--- config.mk ---
export PLATFORM = sky130hd
export DESIGN_NAME = fetch_sequencer
export DESIGN_NICKNAME = d
export VERILOG_FILES = /design/src/rtl/fetch_pkg.sv /design/src/rtl/next_pc_calc.sv /design/src/rtl/fetch_sequencer.sv
export SDC_FILE = /design/constraint.sdc
export NUM_CORES = 1
export LEC_CHECK = 0
export ABC_AREA = 0
export BUFFER_PORTS_ARGS = -buffer_cell sky130_fd_sc_hd__buf_2
export CAP_MARGIN = 10
export CORE_MARGIN = 4
export CORE_UTILIZATION = 50
export DETAILED_ROUTE_END_ITERATION = 12
export PLACE_DENSITY_LB_ADDON = 0.2
export SLEW_MARGIN = 0
export SYNTH_ARGS = -nofsm -noshare
export SYNTH_HDL_FRONTEND = slang
export SYNTH_HIERARCHICAL = 1
export SYNTH_SLANG_ARGS = --single-unit
--- constraint.sdc ---
create_clock -name clk -period 4.44 [get_ports clk]
set_clock_uncertainty 0.1 [all_clocks]
set_input_delay 0.222 -clock clk [delete_from_list [all_inputs] [get_ports clk]]
set_output_delay 0.222 -clock clk [all_outputs]
set_load 0.005 [all_outputs]
--- src/rtl/fetch_pkg.sv ---
`default_nettype none
// ============================================================================
// Module      : fetch_pkg
// Description : Shared definitions for the fetch engine and the instruction
//               decoder: the next-PC select encodings the decoder drives on
//               pc_control, the fetch FSM state encoding, and small helpers
//               for the jump/branch target arithmetic.
// Revision    : 1.0 - initial release
// ============================================================================
package fetch_pkg;

  // Next-PC select driven by the decoder. Codes 3'b100..3'b111 are not
  // assigned; the fetch engine treats them as sequential and flags an error.
  typedef logic [2:0] pc_control_t;

  localparam pc_control_t PC_SEQ    = 3'b000;
  localparam pc_control_t PC_JUMP   = 3'b001;
  localparam pc_control_t PC_JREG   = 3'b010;
  localparam pc_control_t PC_BRANCH = 3'b011;

  // Fetch FSM state encoding.
  typedef enum logic [1:0] {
    ST_IDLE = 2'd0,
    ST_REQ  = 2'd1,
    ST_HOLD = 2'd2
  } fetch_state_e;

  // Instruction words are 4 bytes; every PC advance is by this amount.
  localparam logic [31:0] PC_STEP = 32'd4;

  // J/JAL target: keep the 256 MB region of the delay-slot-free successor
  // (pc+4) and replace the low 28 bits with the word-aligned 26-bit index.
  function automatic logic [31:0] jump_target(input logic [31:0] pc_plus4,
                                              input logic [25:0] index);
    jump_target = {pc_plus4[31:28], index, 2'b00};
  endfunction

  // Branch target: sign-extended 16-bit word offset relative to pc+4.
  // Arithmetic wraps modulo 2^32 by construction of the 32-bit sum.
  function automatic logic [31:0] branch_target(input logic [31:0] pc_plus4,
                                                input logic [15:0] imm);
    branch_target = pc_plus4 + {{14{imm[15]}}, imm, 2'b00};
  endfunction

endpackage : fetch_pkg
`default_nettype wire

--- src/rtl/next_pc_calc.sv ---
`default_nettype none
// ============================================================================
// Module      : next_pc_calc
// Description : Combinational next-PC selector. Given the successor address
//               of the current instruction, the instruction word itself, the
//               rs register value and the decoder's pc_control code, produces
//               the address of the next instruction to fetch and an error
//               strobe for misaligned register targets or unassigned codes.
// Ports       : pc_plus4   in  32  address of current instruction + 4
//               instr      in  32  current instruction word
//               rs_data    in  32  rs register value (JR/JALR target)
//               pc_control in   3  next-PC select from the decoder
//               next_pc    out 32  selected next fetch address
//               err        out  1  misaligned JR target / unknown select
// Revision    : 1.0 - initial release
// ============================================================================
module next_pc_calc
  import fetch_pkg::*;
(
  input  logic [31:0] pc_plus4,
  input  logic [31:0] instr,
  input  logic [31:0] rs_data,
  input  logic [2:0]  pc_control,
  output logic [31:0] next_pc,
  output logic        err
);

  // The opcode field is the decoder's business; only the immediate and
  // index fields matter for target arithmetic here.
  logic w_unused_opcode;
  assign w_unused_opcode = ^instr[31:26];

  always_comb begin
    next_pc = pc_plus4;
    err     = 1'b0;
    case (pc_control)
      PC_SEQ: begin
        next_pc = pc_plus4;
      end
      PC_JUMP: begin
        next_pc = jump_target(pc_plus4, instr[25:0]);
      end
      PC_JREG: begin
        // The low two bits are forced to zero so the fetch stays word
        // aligned; a non-zero value there is still reported as an error.
        next_pc = {rs_data[31:2], 2'b00};
        err     = |rs_data[1:0];
      end
      PC_BRANCH: begin
        next_pc = branch_target(pc_plus4, instr[15:0]);
      end
      default: begin
        // Unassigned select codes fall back to sequential flow.
        next_pc = pc_plus4;
        err     = 1'b1;
      end
    endcase
  end

endmodule : next_pc_calc
`default_nettype wire

--- src/rtl/fetch_sequencer.sv ---
`default_nettype none
// ============================================================================
// Module      : fetch_sequencer
// Description : PC register and single-outstanding instruction fetch engine.
//               Fetches one word at a time over a req/ack memory handshake,
//               presents it to the decoder over valid/ready, and on each
//               accepted instruction samples pc_control/rs_data to step the
//               PC (sequential, jump, register jump or taken branch).
// Ports       : clk         in   1  system clock, rising edge
//               rst_n       in   1  asynchronous active-low reset
//               imem_req    out  1  fetch request, held until imem_ack
//               imem_addr   out 32  fetch address, stable while requesting
//               imem_ack    in   1  memory returns imem_rdata this cycle
//               imem_rdata  in  32  instruction word, valid with imem_ack
//               instr       out 32  current instruction to decoder
//               instr_valid out  1  instr/pc/pc_plus4 valid
//               instr_ready in   1  decoder accepts instr this cycle
//               pc          out 32  address of instr
//               pc_plus4    out 32  pc + 4 (link value)
//               pc_control  in   3  next-PC select, sampled on accept
//               rs_data     in  32  JR/JALR target, sampled on accept
//               fetch_err   out  1  sticky error flag, cleared by reset
// Revision    : 1.0 - initial release
// ============================================================================
module fetch_sequencer
  import fetch_pkg::*;
#(
  parameter logic [31:0] RESET_PC = 32'h0000_0000
) (
  input  logic        clk,
  input  logic        rst_n,
  output logic        imem_req,
  output logic [31:0] imem_addr,
  input  logic        imem_ack,
  input  logic [31:0] imem_rdata,
  output logic [31:0] instr,
  output logic        instr_valid,
  input  logic        instr_ready,
  output logic [31:0] pc,
  output logic [31:0] pc_plus4,
  input  logic [2:0]  pc_control,
  input  logic [31:0] rs_data,
  output logic        fetch_err
);

  localparam logic [31:0] c_RESET_PC_PLUS4 = RESET_PC + PC_STEP;

  fetch_state_e r_state;
  logic         r_imem_req;
  logic [31:0]  r_imem_addr;
  logic [31:0]  r_instr;
  logic         r_instr_valid;
  logic [31:0]  r_pc;
  logic [31:0]  r_pc_plus4;
  logic         r_fetch_err;

  logic [31:0]  w_next_pc;
  logic [31:0]  w_next_pc_plus4;
  logic         w_next_err;
  logic         w_accept;

  // --------------------------------------------------------------------------
  // Next-PC selection. Only consulted on the accept edge, so pc_control and
  // rs_data are don't-care at every other time.
  // --------------------------------------------------------------------------
  next_pc_calc u_next_pc_calc (
    .pc_plus4   (r_pc_plus4),
    .instr      (r_instr),
    .rs_data    (rs_data),
    .pc_control (pc_control),
    .next_pc    (w_next_pc),
    .err        (w_next_err)
  );

  assign w_next_pc_plus4 = w_next_pc + PC_STEP;
  assign w_accept        = (r_state == ST_HOLD) && r_instr_valid && instr_ready;

  // --------------------------------------------------------------------------
  // Fetch FSM. All outputs are registered; imem_addr is loaded together with
  // the rising imem_req so it is already stable in the first request cycle.
  // An asserted reset clears imem_req asynchronously, abandoning any fetch
  // in flight.
  // --------------------------------------------------------------------------
  always_ff @(posedge clk or negedge rst_n) begin
    if (!rst_n) begin
      r_state       <= ST_IDLE;
      r_imem_req    <= 1'b0;
      r_imem_addr   <= RESET_PC;
      r_instr       <= 32'd0;
      r_instr_valid <= 1'b0;
      r_pc          <= RESET_PC;
      r_pc_plus4    <= c_RESET_PC_PLUS4;
      r_fetch_err   <= 1'b0;
    end else begin
      case (r_state)
        ST_IDLE: begin
          // First clock out of reset: start fetching at the reset PC.
          r_state     <= ST_REQ;
          r_imem_req  <= 1'b1;
          r_imem_addr <= r_pc;
        end

        ST_REQ: begin
          // Acks arriving in any other state are simply not looked at.
          if (imem_ack) begin
            r_instr       <= imem_rdata;
            r_instr_valid <= 1'b1;
            r_imem_req    <= 1'b0;
            r_state       <= ST_HOLD;
          end
        end

        ST_HOLD: begin
          if (w_accept) begin
            r_pc          <= w_next_pc;
            r_pc_plus4    <= w_next_pc_plus4;
            r_instr_valid <= 1'b0;
            r_imem_req    <= 1'b1;
            r_imem_addr   <= w_next_pc;
            r_state       <= ST_REQ;
            if (w_next_err) begin
              r_fetch_err <= 1'b1;
            end
          end
        end

        default: begin
          // Unreachable encoding: restart the fetch cleanly from IDLE.
          r_state       <= ST_IDLE;
          r_imem_req    <= 1'b0;
          r_instr_valid <= 1'b0;
        end
      endcase
    end
  end

  assign imem_req    = r_imem_req;
  assign imem_addr   = r_imem_addr;
  assign instr       = r_instr;
  assign instr_valid = r_instr_valid;
  assign pc          = r_pc;
  assign pc_plus4    = r_pc_plus4;
  assign fetch_err   = r_fetch_err;

endmodule : fetch_sequencer
`default_nettype wire
# Yosys cells after proc, flatten, opt, wreduce, memory -nomap -nowiden
# Index checks and enable logic that the tools add are counted.
# op_classes
mux	13
n_addsub	2
n_reduce_logical	13
bitwise	1
n_eq_ne	7
# op_table
op	count
case mux 32 bit (3 select lines)	1
case mux 32 bit (2 select lines)	1
adder 32 x 3 -> 32 bit, second input constant	1
adder 32 bit	1
two-way mux 32 bit	1
AND reduction 2 bit	4
== test 3 x 2 -> 1 bit, second input constant	2
case mux 1 bit (3 select lines)	2
case mux 2 bit (3 select lines)	1
AND reduction 3 bit	2
two-way mux 1 bit	4
two-way mux 2 bit	2
!= test 2 bit, second input constant	2
== test 3 x 1 -> 1 bit, second input constant	1
logical NOT 3 bit	1
OR reduction 3 bit	1
== test 2 x 1 -> 1 bit, second input constant	1
== test 2 bit, second input constant	1
logical AND 1 bit	2
logical NOT 2 bit	1
case mux 1 bit (2 select lines)	1
nonzero test 2 bit	1
OR reduction 2 bit	1
NOT 1 bit	1
# totals
out_inout_bits	131
input_bits	71
regBits	133

# Depth between registers and ports, before layout
# Gate-level depths: netlist (run 1).
# logic_depth
depth_word	5
ltp_mapped	16

# Hierarchy
# Netlist (run 1), hierarchy kept.
# modules_own_cells
mod	instances	area_each_um2	cells_each
fetch_sequencer	1	5676.7	538
next_pc_calc	1	2471.1	382

# Least setup slack after synthesis (run 1)
# Ideal clock, no wire load.
# synth_path
path_type	register -> register
from	register r_instr[0] (netlist: instr[0])
to	register r_pc_plus4[25] (netlist: pc_plus4[25])
t_required_ns	4.216
stages_incl_launch_ff	16
arrival_time_ns	3.478
synth_period_minus_slack_ns	3.701
slack_ns	0.739
path_buffers	0
path_cell_list	dfrtp_1 ha_1 fa_1 a211oi_2 nor2_2 a21oi_4 o2111ai_2 a41oi_2 xnor2_1 nand2_1 a31oi_1 nand3_1 nor4_4 nand4_1 xor2_1 o21ai_2
# synth_between
elab_chain_cells	3
# synth_rtl
element	line_no	rtl
start: declaration	fetch_sequencer.sv:51	logic [31:0] r_instr;
start signal: assignment	fetch_sequencer.sv:106	r_instr <= imem_rdata;
adder 32 bit	fetch_pkg.sv:42	branch_target = pc_plus4 + {{14{imm[15]}}, imm, 2'b00};
case mux 32 bit (3 select lines)	next_pc_calc.sv:36	case (pc_control)
via w_next_pc[20]	fetch_sequencer.sv:57	logic [31:0] w_next_pc;
adder 32 x 3 -> 32 bit	fetch_sequencer.sv:75	assign w_next_pc_plus4 = w_next_pc + PC_STEP;
end signal: assignment	fetch_sequencer.sv:92	r_pc_plus4 <= c_RESET_PC_PLUS4;
end signal: assignment	fetch_sequencer.sv:116	r_pc_plus4 <= w_next_pc_plus4;
end: declaration	fetch_sequencer.sv:54	logic [31:0] r_pc_plus4;
# The timed path passes the listed nets, and every way through them passes these cells.
# A chain may end at the register's enable or synchronous reset.

# Worst setup path in the final report (run 1)
# layout_path
from	register r_instr[0] (netlist: instr[0])
to	register r_pc_plus4[29] (netlist: pc_plus4[29])
# Same word-level chain as after synthesis.

==> results by group, run 1 <==
Floorplanning
  • Die height: 136 µm
  • Horiz. Die Dim: 136 µm
  • Starting Density: 51.1%
  • Total Die Area: 18400 µm²
  • Site Rows: 46
  • CORE AREA: 15900 µm²
  • Total I/O pin count: 202

Yosys
  • Post-synth EDFFs: 0
  • Register bit total from synthesis: 130
  • Synth cell types: 69
  • Synth Warn #: 6
  • Mapped Area: 8150 µm²
  • Syn_nets: 1022
  • Mapped Cells: 920
  • Main flop type after synthesis: dfrtp_1
  • Post-synthesis sequential area ratio: 39.9%
  • Synth Area per Inst: 8.86 µm²
  • Share of synthesized registers carrying an async set or reset: 100%

Power and ir drop
  • Final Power: 7950 µW
  • Net switching power: 3560 µW
  • Combinational share of power: 54.5%
  • Seq pwr share: 27.7%
  • Clock power frac: 17.8%
  • VDD IR-drop max: 0.000422 V
  • Power Density: 764 nW/µm²
  • Internal power: 4390 µW
  • Pleak: 0.00526 µW
  • Switching Share: 44.8%

Timing
  • Final Hold Violating Endpoints: 0
  • Slew HR: 33.2%
  • Fmax: 0.248 GHz
  • Final setup fails: 0
  • Final min period: 4030 ps
  • Slew at the pin closest to its max-slew limit: 1000 ps
  • Unrepaired setup endpoints after global routing: no
  • Max Slew Vio Count: 0
  • Final period util: 90.7%
  • Setup TNS: 0 ps

Drt
  • Post-Route WL: 25900 µm
  • Via count: 7912
  • Max Used Layer: met5
  • Drt drc: 0
  • DRT Pass-1 Iters: 5
  • Antenna viol nets, final: 0
  • M1 wire length: 10500 µm
  • Vias per inst: 5.72
  • WL met3: 1790 µm
  • Wire per inst: 18.7 µm
  • DR iter-0 viols: 504
  • Routed met2 length: 12800 µm

Outcome
  • Outcome: finished clean

Layout
  • Layout cells sized above 1: 28.1%
  • Area delta synth->final: 27.6%
  • Antenna cells: 0
  • Layout Cells excl Fill: 1383
  • Final Cell Area: 10400 µm²
  • Fillcell total: 1369
  • Fin nets: 1256
  • Leading cell types in the layout, fill and taps excluded: 212 x nand2_1, 200 x buf_2, 129 x dfrtp_1
  • Commonest non-fill, non-tap cell in the layout: nand2_1

Worst setup path
  • Worst setup SP type: flip-flop
  • Setup crit end kind: flip-flop
  • WP data arrival: 4250 ps
  • Slowest stage cell, crit path: fa_1
  • Setup CP Type: reg2reg
  • R2R Path Start: instr[0]
  • CP peak stage delay: 430 ps
  • Critical Path Source: instr[0]
  • Cells along the critical path: ha_1 > fa_1 > a211oi_2 > nor2_2 > a21oi_4 > o2111ai_2 > a41oi_2 > o21ai_1 > xor2_1 > nand2_1 > a31oi_1 > nand2_1 > nor4_4 > nand4_1 > xor2_1 > o21ai_2
  • CP required: 4660 ps
  • Max FO, Critical Path: 7

Global routing
  • Largest net degree at the start of global routing: 108
  • GR Overflow Total: 0
  • Initial antenna violation count: 1
  • All-layer global routing usage: 28.3%
  • Vias in the first global route: 7776
  • First-pass GRT wire length: 40900 µm

Placed design
  • Placed Cells incl. Taps: 1316
  • HPWL Detailed: 18800 µm
  • Placed Area: 9460 µm²
  • GPL Wtd Cong: 0.959
  • Port bufs: 201

CTS
  • Clock-pin slew on the worst setup and hold paths: 70 ps
  • Cts bufs inserted: 17
  • CTS tree: yes
  • Longest Clk Path Bufs: 2
  • Post-CTS setup buffers: 0
  • H-tree depth: 4
  • Clock root cell: clkbuf_16
  • Worst-Skew Late Latency: 420 ps
  • Clock sinks: 130

Run
  • Max-Cap Viols: 0

Hold path
  • Hold Crit Start: rs_data[26]
  • Worst hold-check path type: in2reg
state kept, by name, summed over array words and instances (netlist names):
register,flops
instr,32
fetch_err,1
instr_valid,1
r_state,2
imem_addr,32
pc,32
pc_plus4,30
final cells by class:
class / instances / area (µm²) / share of cell area [%]
Multi-Input combinational cell: 725 / 4620 / 44.5
Sequential cell: 130 / 3250 / 31.3
Timing Repair Buffer: 268 / 1620 / 15.5
Clock buffer: 17 / 425 / 4.09
Tap cell: 216 / 270 / 2.60
Clock inverter: 15 / 165 / 1.59
Inverter: 12 / 45.0 / 0.433
critical path, delay by kind of cell (launching register included):
| kind | cells | cell delay (ps) |
|---|---|---|
| AOI/OAI and AO/OA | 7 | 1500 |
| and+or+nand+nor | 5 | 880 |
| xor gates and xnor gates | 2 | 370 |
| DFF | 1 | 410 |
| adders and majority gates | 2 | 670 |
per-layer routing:
metal	track usage [%]	vias to the layer above
li1	-	3758
met2	47.7	305
met4	11.1	2
met1	35.4	3785
met3	6.61	62
met5	0	-
cells in the mapped netlist, types with 5 or more instances:
| cell | instances | share of area [%] |
|---|---|---|
| a2bb2oi_1 | 6 | 0.64 |
| o21ai_1 | 29 | 1.8 |
| nand2_1 | 212 | 9.8 |
| nor3_1 | 10 | 0.61 |
| nand4_1 | 14 | 1.1 |
| nand3_1 | 23 | 1.4 |
| clkbuf_1 | 37 | 1.7 |
| o32a_1 | 5 | 0.61 |
| o22ai_1 | 13 | 1.0 |
| a31oi_1 | 6 | 0.46 |
| mux2_2 | 34 | 4.7 |
| xor2_1 | 30 | 3.2 |
| ha_1 | 30 | 4.6 |
| nor2_1 | 41 | 1.9 |
| a22oi_1 | 8 | 0.74 |
| a21o_1 | 20 | 1.8 |
| inv_1 | 11 | 0.51 |
| and3_1 | 5 | 0.38 |
| o22a_1 | 7 | 0.75 |
| o21ai_2 | 8 | 0.86 |
| mux2i_1 | 35 | 4.3 |
| buf_2 | 12 | 0.74 |
| o21ai_0 | 60 | 3.7 |
| dfrtp_1 | 129 | 40 |
| xnor2_1 | 19 | 2.0 |
| a21oi_1 | 43 | 2.6 |
power by group through the flow:
| stage | registers (µW) | clock network [µW] | logic, µW |
|---|---|---|---|
| final | 2200 | 1420 | 4330 |
| after floorplan | 2170 | 0 | 2840 |
| after global placement | 2200 | 0 | 4230 |
| after global routing | 2280 | 1490 | 4790 |
| after detailed placement | 2210 | 0 | 4260 |
| after CTS | 2200 | 1440 | 4300 |
repair_timing:
action	4_1_cts	5_1_grt
hold buffers	35	0
resized for setup	0	0
endpoints found under the hold margin	139	0
path summary, 6_finish.rpt:
path	depth (start not counted)	slack [ps]	to
max	16	410	pc_plus4[29]
min reg2reg	1	360	fetch_err
max reg2reg	16	410	pc_plus4[29]
min in group asynchronous	2	400	instr[6]
max in group asynchronous	3	2900	pc[9]
min	5	230	pc[26]
metrics by stage:
step	hold slack [ps]	util (%)	setup WS [ps]
global placement	330	59.3	575
global route	239	65.2	60.1
floorplan	-174	-	739
detailed placement	335	59.3	507
CTS	213	65.2	470
finish	228	65.2	413
cell families after synthesis:
family	after synthesis	share of synthesized area [%]
buffers and inverters	65	3.36
AO/OA/AOI/OAI	245	19.5
adder cells (fa/ha/maj)	31	4.85
AND/OR/NAND/NOR	331	18.1
XOR/XNOR	49	5.27
flip-flops	130	39.9
multiplexers	69	9.00
Power figures use the tool's default switching activity.
==> run 2, diff against run 1 <==
==> constraint.sdc (replaced) <==
create_clock -name clk -period 4.44 [get_ports clk]
set_clock_uncertainty 0.1 [all_clocks]
set_input_delay 0.666 -clock clk [delete_from_list [all_inputs] [get_ports clk]]
set_output_delay 0.666 -clock clk [all_outputs]
set_load 0.005 [all_outputs]
==> run 2 against run 1 <==
Net effect: critical path depth unchanged; non-clock buffer count decreased by 32; die area unchanged; clock power about the same; largest power group unchanged; power about the same; highest routed layer unchanged.
==> results by group, run 2 (synthesis results as in run 1) <==
Outcome
  • Outcome: finished clean (unchanged)

Drt
  • Wire per inst: 18.8 µm (was 18.7 µm)
  • Post-Route WL: 25400 µm (was 25900 µm)
  • Drt drc: 0 (unchanged)
  • Antenna viol nets, final: 0 (unchanged)
  • Via count: 7740 (was 7912)
  • DR iter-0 viols: 607 (was 504)
  • DRT Pass-1 Iters: 6 (was 5)
  • Vias per inst: 5.73 (was 5.72)

Power and ir drop
  • Net switching power: 3530 µW (was 3560 µW)
  • Combinational share of power: 53.9% (was 54.5%)
  • Seq pwr share: 28.3% (was 27.7%)
  • Clock power frac: 17.9% (was 17.8%)
  • Pleak: 0.00513 µW (was 0.00526 µW)
  • Switching Share: 44.4% (was 44.8%)
  • Internal power: 4420 µW (was 4390 µW)
  • VDD IR-drop max: 0.000479 V (was 0.000422 V)
  • Power Density: 789 nW/µm² (was 764 nW/µm²)

Layout
  • Area delta synth->final: 23.6% (was 27.6%)
  • Antenna cells: 0 (unchanged)
  • Fin nets: 1224 (was 1256)
  • Commonest non-fill, non-tap cell in the layout: nand2_1 (unchanged)
  • Layout cells sized above 1: 29.1% (was 28.1%)
  • Leading cell types in the layout, fill and taps excluded: 212 x nand2_1, 200 x buf_2, 129 x dfrtp_1 (unchanged)

Worst setup path
  • Max FO, Critical Path: 7 (unchanged)
  • Worst Setup EP: pc_plus4[29] (unchanged)
  • FF-to-FF End: pc_plus4[29] (unchanged)
  • Worst setup SP type: flip-flop (unchanged)
  • Cells along the critical path: ha_1 > fa_1 > a211oi_2 > nor2_2 > a21oi_4 > o2111ai_2 > a41oi_2 > o21ai_1 > xor2_1 > nand2_1 > a31oi_1 > nand2_1 > nor4_4 > nand4_1 > xor2_1 > o21ai_2 (unchanged)
  • Critical Path Source: instr[0] (unchanged)
  • Setup crit end kind: flip-flop (unchanged)
  • WP data arrival: 4230 ps (was 4250 ps)
  • Setup CP Type: reg2reg (unchanged)
  • Reg2Reg Setup Slack: 390 ps (was 410 ps)
  • R2R depth: 16 (unchanged)
  • Slowest stage cell, crit path: fa_1 (unchanged)
  • CP peak stage delay: 430 ps (about the same)
  • R2R Path Start: instr[0] (unchanged)
  • CP required: 4630 ps (was 4660 ps)

Floorplanning
  • Horiz. Die Dim: 136 µm (unchanged)
  • Die height: 136 µm (unchanged)
  • Total Die Area: 18400 µm² (unchanged)
  • Total I/O pin count: 202 (unchanged)
  • Starting Density: 51.1% (unchanged)
  • Site Rows: 46 (unchanged)
  • CORE AREA: 15900 µm² (unchanged)

Global routing
  • Largest net degree at the start of global routing: 80 (was 108)
  • All-layer global routing usage: 27.7% (was 28.3%)
  • GR Overflow Total: 0 (unchanged)
  • Vias in the first global route: 7611 (was 7776)
  • Initial antenna violation count: 1 (unchanged)
  • First-pass GRT wire length: 40000 µm (was 40900 µm)

CTS
  • Longest Clk Path Bufs: 2 (unchanged)
  • Clock-pin slew on the worst setup and hold paths: 60 ps (was 70 ps)
  • Hold buffer count at CTS: 0 (was 35)
  • CTS tree: yes (unchanged)
  • Clock sinks: 130 (unchanged)
  • Cts bufs inserted: 17 (unchanged)
  • Number of gates resized after cts: 0 (unchanged)
  • Worst-Skew Late Latency: 420 ps (about the same)
  • H-tree depth: 4 (unchanged)
  • Post-CTS setup buffers: 0 (unchanged)
  • Clock root cell: clkbuf_16 (unchanged)

Placed design
  • Port bufs: 201 (unchanged)
  • HPWL Detailed: 18800 µm (about the same)
  • GPL Wtd Cong: 0.957 (was 0.959)
  • Dpl ws: 522 ps (was 507 ps)

Timing
  • Fmax: 0.247 GHz (was 0.248 GHz)
  • Setup TNS: 0 ps (unchanged)
  • Final min period: 4050 ps (was 4030 ps)
  • Unrepaired setup endpoints after global routing: no (unchanged)
  • Final period util: 91.1% (was 90.7%)
  • Max Slew Vio Count: 0 (unchanged)
  • Final Hold Violating Endpoints: 0 (unchanged)
  • Slew HR: 38.4% (was 33.2%)
  • Final setup fails: 0 (unchanged)
  • Worst setup margin: 394 ps (was 413 ps)
  • Slew at the pin closest to its max-slew limit: 924 ps (was 1000 ps)

Hold path
  • Worst hold-check path type: in2async (was in2reg)

Run
  • Max-Cap Viols: 0 (unchanged)
==> run 2: cell types whose count changed in the layout (fill, tap and decap cells not counted) <==
cell,change
dlygate4sd3_1,-35
buf_4,+3
inv_8,-3
bufinv_16,+1
clkbuf_1,+1
clkbuf_8,+1
clkinv_2,+1
clkinv_8,-1
clkinvlp_4,+1
inv_6,-1
==> run 2: metrics by stage <==
stage	cells	utilization [%]	cell area (µm²)	total power, µW	hold slack [ps]
global route	1351	63.2	10100	8560	256
CTS	1351	63.2	10100	7950	213
finish	1351	63.2	10100	7950	189
floorplan	920	-	8150	5010	270
global placement	1319	59.5	9480	6430	357
detailed placement	1319	59.5	9480	6490	359
==> run 2: power by group through the flow <==
stage / Combinational [µW] / Clock, µW / Sequential (µW)
6_report: 4280 / 1420 / 2250
5_1_grt: 4750 / 1490 / 2320
4_1_cts: 4260 / 1440 / 2250
3_5_place_dp: 4230 / 0 / 2260
3_3_place_gp: 4190 / 0 / 2240
2_1_floorplan: 2840 / 0 / 2170
==> run 2: final cells by class <==
cell class / instances / area, µm²
fill: 1437 / 5870
multi-input combinational: 725 / 4620
sequential: 130 / 3250
timing repair buffer: 236 / 1290
clock buffer: 19 / 443
tap: 216 / 270
clock inverter: 13 / 149
inverter: 12 / 45.0
==> run 2: worst max-delay path, delay by kind of cell, from the launching register on <==
kind | cells | cell delay, ps
AOI/OAI and AO/OA | 7 | 1500
xor gates and xnor gates | 2 | 360
adders and majority gates | 2 | 680
DFF | 1 | 420
and+or+nand+nor | 5 | 870
==> run 2: worst min-delay path by stage <==
stage                     cells after the start  startpoint  slack [ps]         to
after floorplan                               0       rst_n         270  fetch_err
after global placement                        1   fetch_err         360  fetch_err
after detailed placement                      1   fetch_err         360  fetch_err
after CTS                                     1       rst_n         210  instr[14]
after global routing                          1       rst_n         260   instr[7]
final                                         1       rst_n         190   instr[7]
==> run 2: metal layers <==
| metal | vias to the layer above | track usage [%] | part of all wire [%] |
|---|---|---|---|
| li1 | 3684 | - | - |
| met1 | 3703 | 35.3 | 41 |
| met2 | 295 | 46.6 | 49 |
| met3 | 56 | 5.68 | 6.6 |
| met4 | 2 | 10.2 | 2.8 |
| met5 | - | 0 | 0.047 |
